**src/rtl/sound_scheduler.sv**
```systemverilog
// One-shot sound request arbiter for the codec sample player: fixed priority,
// preemption by higher-priority requesters, and a silent gap between sounds.
module sound_scheduler #(
  parameter int unsigned NUM_REQ    = 4,
  parameter int unsigned DUR_WIDTH  = 12,
  parameter int unsigned GAP_CYCLES = 8,
  parameter int unsigned ID_WIDTH   = 2
) (
  input  logic                         xck_clock,
  input  logic                         rst_n,
  input  logic                         enable,
  input  logic [NUM_REQ-1:0]           req,
  input  logic [NUM_REQ-1:0]           req_sel,
  input  logic [NUM_REQ*DUR_WIDTH-1:0] req_frames,
  input  logic                         frame_tick,
  output logic                         sound_input,
  output logic                         sound_sample_select,
  output logic                         busy,
  output logic [ID_WIDTH-1:0]          active_id,
  output logic                         done,
  output logic                         aborted
);

  localparam int unsigned GAP_W = $clog2(GAP_CYCLES + 1);

  typedef enum logic [1:0] {IDLE, PLAY, GAP} state_e;

  state_e                 state_q, state_d;
  logic [NUM_REQ-1:0]     pending_q, pending_d;
  logic [NUM_REQ-1:0]     sel_q, sel_d;
  logic [DUR_WIDTH-1:0]   frames_q [NUM_REQ];
  logic [DUR_WIDTH-1:0]   frames_d [NUM_REQ];
  logic [DUR_WIDTH-1:0]   frame_cnt_q, frame_cnt_d;
  logic [GAP_W-1:0]       gap_cnt_q, gap_cnt_d;
  logic [ID_WIDTH-1:0]    active_id_q, active_id_d;
  logic                   smp_sel_q, smp_sel_d;
  logic                   done_q, done_d;
  logic                   aborted_q, aborted_d;

  logic                   any_pend;
  logic                   found;
  logic                   higher_pend;
  logic [ID_WIDTH-1:0]    grant_idx;
  logic [NUM_REQ-1:0]     clr;

  always_ff @(posedge xck_clock or negedge rst_n) begin
    if (!rst_n) begin
      state_q     <= IDLE;
      pending_q   <= '0;
      sel_q       <= '0;
      frames_q    <= '{default: '0};
      frame_cnt_q <= '0;
      gap_cnt_q   <= '0;
      active_id_q <= '0;
      smp_sel_q   <= 1'b0;
      done_q      <= 1'b0;
      aborted_q   <= 1'b0;
    end else begin
      state_q     <= state_d;
      pending_q   <= pending_d;
      sel_q       <= sel_d;
      frames_q    <= frames_d;
      frame_cnt_q <= frame_cnt_d;
      gap_cnt_q   <= gap_cnt_d;
      active_id_q <= active_id_d;
      smp_sel_q   <= smp_sel_d;
      done_q      <= done_d;
      aborted_q   <= aborted_d;
    end
  end

  always_comb begin
    any_pend    = |pending_q;
    found       = 1'b0;
    higher_pend = 1'b0;
    grant_idx   = '0;
    for (int unsigned i = 0; i < NUM_REQ; i++) begin
      if (pending_q[i] && !found) begin
        found     = 1'b1;
        grant_idx = ID_WIDTH'(i);
      end
      if (pending_q[i] && (i < 32'(active_id_q))) higher_pend = 1'b1;
    end

    state_d     = state_q;
    clr         = '0;
    frame_cnt_d = frame_cnt_q;
    gap_cnt_d   = gap_cnt_q;
    active_id_d = active_id_q;
    smp_sel_d   = smp_sel_q;
    done_d      = 1'b0;
    aborted_d   = 1'b0;

    unique case (state_q)
      IDLE: begin
        if (enable && any_pend) begin
          state_d         = PLAY;
          clr[grant_idx]  = 1'b1;
          frame_cnt_d     = frames_q[grant_idx];
          active_id_d     = grant_idx;
          smp_sel_d       = sel_q[grant_idx];
        end
      end
      PLAY: begin
        // Completion is checked first so it wins over a coincident preemption.
        if (frame_tick && frame_cnt_q == DUR_WIDTH'(1)) begin
          state_d   = GAP;
          done_d    = 1'b1;
          gap_cnt_d = GAP_W'(GAP_CYCLES);
        end else if (!enable || higher_pend) begin
          state_d   = GAP;
          aborted_d = 1'b1;
          gap_cnt_d = GAP_W'(GAP_CYCLES);
        end else if (frame_tick) begin
          frame_cnt_d = frame_cnt_q - DUR_WIDTH'(1);
        end
      end
      GAP: begin
        gap_cnt_d = gap_cnt_q - GAP_W'(1);
        if (gap_cnt_q == GAP_W'(1)) state_d = IDLE;
      end
      default: state_d = IDLE;
    endcase

    // A new request in the grant cycle re-sets the bit just cleared.
    pending_d = pending_q & ~clr;
    sel_d     = sel_q;
    frames_d  = frames_q;
    for (int unsigned i = 0; i < NUM_REQ; i++) begin
      if (req[i] && (req_frames[i*DUR_WIDTH +: DUR_WIDTH] != '0)) begin
        pending_d[i] = 1'b1;
        sel_d[i]     = req_sel[i];
        frames_d[i]  = req_frames[i*DUR_WIDTH +: DUR_WIDTH];
      end
    end
  end

  always_comb begin
    sound_input         = (state_q == PLAY);
    busy                = (state_q != IDLE);
    sound_sample_select = smp_sel_q;
    active_id           = active_id_q;
    done                = done_q;
    aborted             = aborted_q;
  end

endmodule

```
**config.mk**
```make
export PLATFORM = sky130hd
export DESIGN_NAME = sound_scheduler
export DESIGN_NICKNAME = d
export VERILOG_FILES = /design/src/rtl/sound_scheduler.sv
export SDC_FILE = /design/constraint.sdc
export NUM_CORES = 1
export LEC_CHECK = 0
export BUFFER_PORTS_ARGS = -buffer_cell sky130_fd_sc_hd__buf_2
export CAP_MARGIN = 20
export CORE_ASPECT_RATIO = 2
export CORE_MARGIN = 3
export CORE_UTILIZATION = 40
export CTS_CLUSTER_SIZE = 10
export DETAILED_ROUTE_END_ITERATION = 12
export PLACE_DENSITY_LB_ADDON = 0.05
export RECOVER_POWER = 50
export SLEW_MARGIN = 20
export SYNTH_ARGS = -nofsm -noshare
export SYNTH_HDL_FRONTEND = slang
export SYNTH_SLANG_ARGS = --single-unit
```
**constraint.sdc**
```tcl
create_clock -name xck_clock -period 2 [get_ports xck_clock]
set_input_delay 0.1 -clock xck_clock [delete_from_list [all_inputs] [get_ports xck_clock]]
set_output_delay 0.1 -clock xck_clock [all_outputs]
set_load 0.03 [all_outputs]
```
==> run metrics <==
status=completed; Yosys cell types=50; WL final=11,000 um; register area share after synthesis=49.6%; clk slew on worst S/H paths=0.06 ns; wire length per cell=18.1 um; Mapped Area=3980 um^2; Power Dens Cells=1190 nW/um^2; CP max stage delay=0.53 ns; largest net degree at the start of global routing=80; CTS tree=done; Seq cells post-synth=79; peak supply drop=0.000558 V; most common cell in the netlist=dfrtp_1; number of global-route vias before repair=3,483; Core Rows=50; max-cap viol count=0; Util after Layout=53.8%; fillers=891; via count=3,256; total global routing overflow=0; die area=11,300 um^2; first-pass GRT wire length=17,800 um; Die Y=147 um; clock sink count=79; DRT Pass-1 Iters=4; endpoint class of the critical path=flop; yosys warns=0; RSZ-0062 raised after global routing=no; Setup-failing EPs final=0; Sequential Area=1980 um^2; synth cell count leaders=dfrtp_1, mux2_2, nand2_1, nor2_1; DRT iter0 DRCs=180; crit path cell chain=or4_4 > o21ai_0 > a21oi_2 > and2_4 > mux2_1; normalized max-slew margin=26.6%; share of cells above drive strength 1=36.4%; DP Cell Count=579; startpoint types=flop; largest area contributor in the netlist=dfrtp_1; NumNets Final=537; initial antenna violation count=0; Hold/Removal Path Class=primary input to flop; Yosys top cell area share=49.6%; Max stage delay cell, worst path=or4_4; Post-synth top flop=dfrtp_1; non-filler instance count after layout=605; number of CTS-inserted buffers=9; Port Buffers=66; H-tree levels=3; Post-Layout Inst Area=5110 um^2; measured slew at the worst slew-check pin=1.10 ns; peak fanout along the critical path=11; clock latency on the worst-skew pair=0.34 ns; GRT Util Overall=20.7%; clock buffer depth=2; minimum clock period=1.92 ns; Post-synth EDFFs=0; Post-CTS Setup Bufs=0; Antenna diodes=0; Core Area=9510 um^2; pre-CTS WS=-0.00521 ns; final hold vios=0; ys async rst share=100%; WS Path Type=flop to flop; Mean Syn Cell Area=10.9 um^2; Req. time, crit path=2.21 ns; gp weighted congestion=0.805; clk root buf=clkbuf_16; Cell Area, Placed=4660 um^2; crit share post-route=96.0%; Multi-input gate area=1910 um^2; die width=76.6 um; antenna-violating nets left=0; Vias per Instance=5.38; Final Skew=0.00443 ns; worst path arrival time=2.13 ns; Residual DRC=0; fin. max-slew vios=0; Initial Util=41.9%; cell leakage power=0.00223 uW; IO Pins=67; Detailed Place HPWL=8600 um; Post-Syn Nets=433; largest cells by area after synthesis=dfrtp_1, mux2_2, nand2_1; Post-Synthesis Cells=366; synth-to-layout area growth=28.4%; Design Power=6110 uW; Worst Setup Slack, final=0.0802 ns; Max Clock Freq=0.521 GHz
-- layout by cell type, fill, tap and decap left out, types with 2 or more instances in the layout --
cell / n
a211oi_1: 2
a21o_1: 4
a21oi_1: 9
a221o_1: 4
a22o_1: 4
a22oi_1: 4
a31oi_1: 17
and2_1: 2
buf_2: 62
buf_4: 29
bufinv_16: 3
clkbuf_1: 3
clkbuf_16: 9
clkbuf_4: 2
dfrtp_1: 79
dlygate4sd3_1: 10
ha_1: 5
inv_1: 17
mux2_2: 53
mux2i_1: 2
mux4_2: 2
nand2_1: 34
nand2b_1: 12
nand3_1: 7
nand3b_1: 3
nand4_1: 3
nand4b_1: 2
nor2_1: 22
nor3_1: 4
nor4_1: 13
o211ai_1: 3
o21ai_0: 9
o22ai_1: 8
o31ai_1: 5
or2_2: 2
-- power by group --
part	internal (uW)	switching [uW]
Combinational	921	1120
Sequential	1910	272
Clock	1220	659
-- metrics by stage --
stage | TNS [ns] | hold slack (ns)
floorplan | 0 | -0.196
global placement | 0 | 0.163
detailed placement | -0.00521 | 0.163
CTS | 0 | 0.000143
global route | 0 | 0.00787
finish | 0 | 0.0134
-- critical path: cells and delay by family, from the launching register on --
family | cells | cell delay (ns)
DFF | 1 | 0.45
and+or+nand+nor | 2 | 0.72
muxes | 1 | 0.33
AOI/OAI and AO/OA | 2 | 0.30
-- layer usage --
layer  up-vias  GRT usage, %  part of all wire (%)
met1      1608          21.6                    37
met5         -             0                     0
met2        73          39.7                    58
met3        12          3.87                   3.4
met4         0          8.44                   1.7
li1       1563             -                     -
-- registers in the layout (all words and copies together) (netlist names), 2 cells and up --
signal	cells
state_q	2
frame_cnt_q	12
gap_cnt_q	4
active_id	2
frames_q	48
sel_q	4
pending_q	4
-- cell families (layout without fill, tap and decap cells) --
kind of cell,count (synthesis),count (layout),share of synthesized area (%)
and+or+nand+nor,113,113,14.7
AOI/OAI and AO/OA,79,79,13.5
DFF,79,79,49.6
muxes,58,58,16.9
buffers and inverters,30,139,3.08
adders and majority gates,7,7,2.20
-- repair_timing --
item / in CTS / in global routing
gates resized for setup: 1 / 3
setup endpoints to repair: 1 / 3
hold buffers: 10 / 0
pin swaps: 1 / 2
hold endpoints to repair: 87 / 0
-- cell type report --
class	count	share of cell area, %
repair buffers	106	12.8
well taps	130	3.18
multi-input cells	257	37.4
clock inverters	7	2.35
clock buffers	9	4.40
flip-flops and latches	79	38.7
inverters	17	1.25
-- worst paths after layout --
path | start | to | slack (ns) | depth (start not counted)
max | pending_q[2] | frame_cnt_q[1] | 0.08 | 5
max reg2reg | pending_q[2] | frame_cnt_q[1] | 0.08 | 5
min in group asynchronous | rst_n | frame_cnt_q[10] | 0.64 | 3
max in group asynchronous | rst_n | pending_q[3] | 0.66 | 3
min | req_frames[4] | frames_q[40] | 0.01 | 2
min reg2reg | frames_q[22] | frames_q[22] | 0.51 | 1
No activity file was read; power rests on OpenSTA's default activity.
